### config.mk
export PLATFORM = sky130hd
export DESIGN_NAME = pipelined_barrel_shifter
export DESIGN_NICKNAME = d
export VERILOG_FILES = /design/src/rtl/pipelined_barrel_shifter.sv
export SDC_FILE = /design/constraint.sdc
export NUM_CORES = 1
export LEC_CHECK = 0
export BUFFER_PORTS_ARGS = -buffer_cell sky130_fd_sc_hd__buf_2
export CORE_ASPECT_RATIO = 1.25
export CORE_MARGIN = 10
export CORE_UTILIZATION = 55
export CTS_CLUSTER_DIAMETER = 50
export DETAILED_ROUTE_END_ITERATION = 6
export PLACE_DENSITY = 0.75
export RECOVER_POWER = 25
export SLEW_MARGIN = 10
export SYNTH_ARGS = -nofsm -noshare
export SYNTH_HDL_FRONTEND = slang
export SYNTH_SLANG_ARGS = --single-unit
### constraint.sdc
create_clock -name clk -period 4.55 [get_ports clk]
set_input_delay 1.1375 -clock clk [delete_from_list [all_inputs] [get_ports clk]]
set_output_delay 1.1375 -clock clk [all_outputs]
set_load 0.01 [all_outputs]
### src/rtl/pipelined_barrel_shifter.sv
// pipelined_barrel_shifter
//   Fully pipelined SLL/SRL/SRA(/ROR) barrel shifter. One register stage per
//   shift-amount bit, global stall on output backpressure, tag carried per op.
//   Build option: define SHIFT_ROTATE_EN to build the rotate-right wrap path
//   for op 2'b11; without it op 2'b11 behaves exactly like SRL.
module pipelined_barrel_shifter #(
  parameter  int WIDTH = 16,
  parameter  int TAG_W = 4,
  localparam int AMT_W = $clog2(WIDTH)
) (
  input  logic             clk,
  input  logic             rst,
  input  logic             in_valid,
  output logic             in_ready,
  input  logic [WIDTH-1:0] in_data,
  input  logic [AMT_W-1:0] in_amt,
  input  logic [1:0]       in_op,
  input  logic [TAG_W-1:0] in_tag,
  output logic             out_valid,
  input  logic             out_ready,
  output logic [WIDTH-1:0] out_data,
  output logic [TAG_W-1:0] out_tag
);

  localparam logic [1:0] OP_SLL = 2'b00;
  localparam logic [1:0] OP_SRA = 2'b10;
  localparam logic [1:0] OP_ROR = 2'b11;
  localparam logic [WIDTH-1:0] ONES = '1;

  // Index 0 is the accepted input; index k+1 is the register output of stage k.
  logic             stg_valid [0:AMT_W];
  logic [WIDTH-1:0] stg_data  [0:AMT_W];
  logic [TAG_W-1:0] stg_tag   [0:AMT_W];
  // Control only needs to reach the input of the last stage.
  logic [1:0]       stg_op    [0:AMT_W-1];
  logic [AMT_W-1:0] stg_amt   [0:AMT_W-1];
  logic             stg_sign  [0:AMT_W-1];

  logic adv;

  // The whole pipe moves together unless a held result blocks the output.
  assign adv      = !out_valid | out_ready;
  assign in_ready = adv;

  assign stg_valid[0] = in_valid;
  assign stg_data[0]  = in_data;
  assign stg_tag[0]   = in_tag;
  assign stg_op[0]    = in_op;
  assign stg_amt[0]   = in_amt;
  assign stg_sign[0]  = in_data[WIDTH-1];

  genvar gi;
  generate
    for (gi = 0; gi < AMT_W; gi++) begin : g_stage
      localparam int SHIFT = 1 << gi;
      // MSB positions vacated by a right shift of SHIFT bits.
      localparam logic [WIDTH-1:0] FILL = ~(ONES >> SHIFT);

      logic             valid_d, valid_q;
      logic [WIDTH-1:0] data_d, data_q;
      logic [TAG_W-1:0] tag_d, tag_q;

      // Conditionally shift by 2^gi on advance, otherwise hold.
      always_comb begin
        valid_d = valid_q;
        data_d  = data_q;
        tag_d   = tag_q;
        if (adv) begin
          valid_d = stg_valid[gi];
          tag_d   = stg_tag[gi];
          data_d  = stg_data[gi];
          if (stg_amt[gi][gi]) begin
            case (stg_op[gi])
              OP_SLL:  data_d = stg_data[gi] << SHIFT;
              OP_SRA:  data_d = (stg_data[gi] >> SHIFT) | (stg_sign[gi] ? FILL : '0);
`ifdef SHIFT_ROTATE_EN
              OP_ROR:  data_d = (stg_data[gi] >> SHIFT) | (stg_data[gi] << (WIDTH - SHIFT));
`endif
              default: data_d = stg_data[gi] >> SHIFT;
            endcase
          end
        end
      end

      // Stage register; reset discards anything in flight.
      always_ff @(posedge clk or posedge rst) begin
        if (rst) begin
          valid_q <= 1'b0;
          data_q  <= '0;
          tag_q   <= '0;
        end else begin
          valid_q <= valid_d;
          data_q  <= data_d;
          tag_q   <= tag_d;
        end
      end

      assign stg_valid[gi+1] = valid_q;
      assign stg_data[gi+1]  = data_q;
      assign stg_tag[gi+1]   = tag_q;

      if (gi < AMT_W - 1) begin : g_ctrl
        logic [1:0]       op_d, op_q;
        logic [AMT_W-1:0] amt_d, amt_q;
        logic             sign_d, sign_q;

        // Op, amount and sign follow the data so later stages see them.
        always_comb begin
          op_d   = op_q;
          amt_d  = amt_q;
          sign_d = sign_q;
          if (adv) begin
            op_d   = stg_op[gi];
            amt_d  = stg_amt[gi];
            sign_d = stg_sign[gi];
          end
        end

        // Control register beside the stage data.
        always_ff @(posedge clk or posedge rst) begin
          if (rst) begin
            op_q   <= '0;
            amt_q  <= '0;
            sign_q <= 1'b0;
          end else begin
            op_q   <= op_d;
            amt_q  <= amt_d;
            sign_q <= sign_d;
          end
        end

        assign stg_op[gi+1]   = op_q;
        assign stg_amt[gi+1]  = amt_q;
        assign stg_sign[gi+1] = sign_q;
      end
    end
  endgenerate

  assign out_valid = stg_valid[AMT_W];
  assign out_data  = stg_data[AMT_W];
  assign out_tag   = stg_tag[AMT_W];

endmodule

==> impl_metrics.env <==
export IMPL_status="complete, but fails checks"
export IMPL_failed_checks="capacitance limit, slew limit"
export IMPL_fin_crit_ns=3.18
export IMPL_drt_met1_wl_um=4300
export IMPL_r2r_start="out_valid"
export IMPL_hp_class="register to register"
export IMPL_r2r_end="g_stage[2].data_q[14]"
export IMPL_pwr_share_comb_pct=36.1
export IMPL_crit_type="input pin to output pin"
export IMPL_power_share_sequential_pct=47.0
export IMPL_ys_types=37
export IMPL_ir_drop_uv=225
export IMPL_tightest_slew_ns=2.48
export IMPL_post_cts_resized=0
export IMPL_power_frac_clock_pct=17.0
export IMPL_die_width_um=104
export IMPL_hold_viol_final=0
export IMPL_yosys_register_bits=99
export IMPL_critPathMaxFanout=95
export IMPL_initial_core_util_pct=56.0
export IMPL_timing_final_crit_share_pct=69.9
export IMPL_drt_iter0_drc=158
export IMPL_diodes=0
export IMPL_clock_root_buffer="clkbuf_8"
export IMPL_ant_nets=0
export IMPL_drt_wl_total_um=9420
export IMPL_hold_start="out_tag[0]"
export IMPL_drc_errors=0
export IMPL_ios=52
export IMPL_fillers=750
export IMPL_dp_slack_ns=1.38
export IMPL_synth_edff_count=0
export IMPL_setup_slack_ns=1.37
export IMPL_endpoint="in_ready"
export IMPL_cts_clk_slew_worst_paths_ns=0.09
export IMPL_synthTopCellsByArea="dfrtp_1 51%, nand2_1 13%, mux2i_1 7.1%"
export IMPL_route_met2_wl_um=4610
export IMPL_synth_area_mm2=0.00482
export IMPL_cpPeakStageDelay_ns=0.47
export IMPL_async_flop_share_pct=100
export IMPL_grt_max_degree=109
export IMPL_leakagePower_nw=2.40
export IMPL_maxSlewHeadroom_pct=-65.3
export IMPL_synth_top_cells_by_count="162 x nand2_1, 99 x dfrtp_1, 34 x mux2i_1, 34 x nand3_1, 30 x o211ai_1"
export IMPL_grt_ovfl_total=0
export IMPL_topRoutingLayerUsed="met4"
export IMPL_end_kind="output pin"
export IMPL_final_nets=569
export IMPL_slew_viol_final=71
export IMPL_swShare_pct=39.3
export IMPL_worstPathRequired_ns=3.41
export IMPL_syn_inst=509
export IMPL_antenna_found_initial=0
export IMPL_synth_largest_area_cell="dfrtp_1"
export IMPL_yosys_warnings=0
export IMPL_post_synth_top_count_cell="nand2_1"
export IMPL_synth_ff_type="dfrtp_1"
export IMPL_reg2reg_slack_ns=2.66
export IMPL_fin_total_pwr_mw=3.34
export IMPL_max_freq_mhz=314
export IMPL_syn_avg_cell_area_um2=9.47
export IMPL_synth_fp_nets=539
export IMPL_worst_path_max_delay_cell="inv_6"
export IMPL_grt_use_total_pct=14.6
export IMPL_setup_viol=0
export IMPL_post_cts_setup_buffer_count=0
export IMPL_hpwl_um=6580
export IMPL_wl_met3_um=355
export IMPL_dieHeight_um=125
export IMPL_layout_drive_gt1_share_pct=16.2
export IMPL_cts_tree="done"
export IMPL_reg2reg_depth=4
export IMPL_min_path_cells=2
export IMPL_worstPathArrival_ns=2.04
export IMPL_vias=3537
export IMPL_via_per_inst=5.33
export IMPL_clock_sinks=99
export IMPL_yosysSeqAreaShare_pct=51.4
export IMPL_startpoint_type="input pin"
export IMPL_cp_common_cell="buf_2"
export IMPL_cts_hold_buf=0
export IMPL_htree_levels=3
export IMPL_firstDrtPassIters=6
export IMPL_power_density_mw_per_mm2=642
export IMPL_drv_cap=1
export IMPL_syn_to_final_growth_pct=7.91
export IMPL_gp_congestion=0.828
export IMPL_clk_latency_ns=0.37
export IMPL_worst_clock_skew_ns=0.00820
export IMPL_die_area_mm2=0.0129
export IMPL_coreArea_mm2=0.00861
export IMPL_num_rows=38
export IMPL_setup_tns_ns=0
export IMPL_intPower_mw=2.03
export IMPL_rsz0062_at_grt="false"
export IMPL_wire_per_inst_um=14.2
export IMPL_grt_pass1_wl_um=16300
export IMPL_synth_top_area_share_pct=51.4
export IMPL_io_buffers=51
export IMPL_clock_path_buffers=2
export IMPL_crit_chain="buf_2 -> nor2b_4 -> inv_6 -> buf_2"
export IMPL_p_sw_mw=1.31
export IMPL_timing_critical_path_from="out_ready"
export IMPL_cts_buffers=9
export IMPL_grt_pass1_vias=3443
## registers in the layout, summed over array words and instances, names as in the netlist
signal                 count
g_stage.data_q            48
g_stage.g_ctrl.amt_q       6
g_stage.g_ctrl.op_q        6
g_stage.g_ctrl.sign_q      3
g_stage.tag_q             12
g_stage.valid_q            3
out_data                  16
out_tag                    4
out_valid                  1
## worst min path at each step
stage	end	slack (ns)
3_3_place_gp	g_stage[2].valid_q	0.44
2_1_floorplan	g_stage[2].valid_q	0.43
6_report	out_tag[0]	0.47
4_1_cts	out_tag[0]	0.47
5_1_grt	g_stage[1].tag_q[3]	0.49
3_5_place_dp	out_tag[0]	0.45
## routing by layer
metal  track usage (%)  vias up
met5                 0        -
li1                  -     1810
met2              24.4       65
met4              5.09        0
met3              3.57       14
met1              18.0     1648
## placed cells by master, fill, tap and decap left out, types with 10 or more instances in the layout
master,count
clkbuf_8,10
buf_2,51
mux2i_1,34
nand2_1,162
nor3_1,12
nor2_1,19
nand3_1,34
dfrtp_1,99
o211ai_1,30
o21ai_0,14
## cells by family (layout without fill, tap and decap cells)
logic type	count (synthesis)	in the layout	share of synthesized area, %
flops	99	99	51.4
mux	36	36	7.52
buf+inv	42	77	5.73
simple gates	245	245	21.6
compound gates	87	87	13.8
## stage by stage
stage	instances	hold slack [ns]	area [µm²]	util (%)
finish	664	0.471	5200	60.5
floorplan	509	0.430	4820	-
global route	664	0.486	5200	60.5
global placement	648	0.444	5000	58.1
CTS	664	0.474	5210	60.5
detailed placement	648	0.452	5000	58.1
## power groups by stage
stage	Combinational, mW	Sequential [mW]	Clock (mW)
detailed placement	1.21	1.59	0
finish	1.20	1.57	0.566
CTS	1.22	1.57	0.579
global placement	1.18	1.57	0
floorplan	1.01	1.52	0
global route	1.37	1.62	0.609
## critical path: cells and delay by family
kind,cells,cell delay (ns)
buffers and inverters,3,0.82
and+or+nand+nor,1,0.05
## area by class of cell
type	count	area [µm²]	share of cell area, %
clock buffers	10	138	2.64
clock inverters	6	65.1	1.25
inverters	8	35.0	0.673
multi-input cells	368	2070	39.7
flip-flops and latches	99	2480	47.6
well taps	120	150	2.89
repair buffers	53	270	5.19
Note: power is estimated with default switching activity, not from simulation.
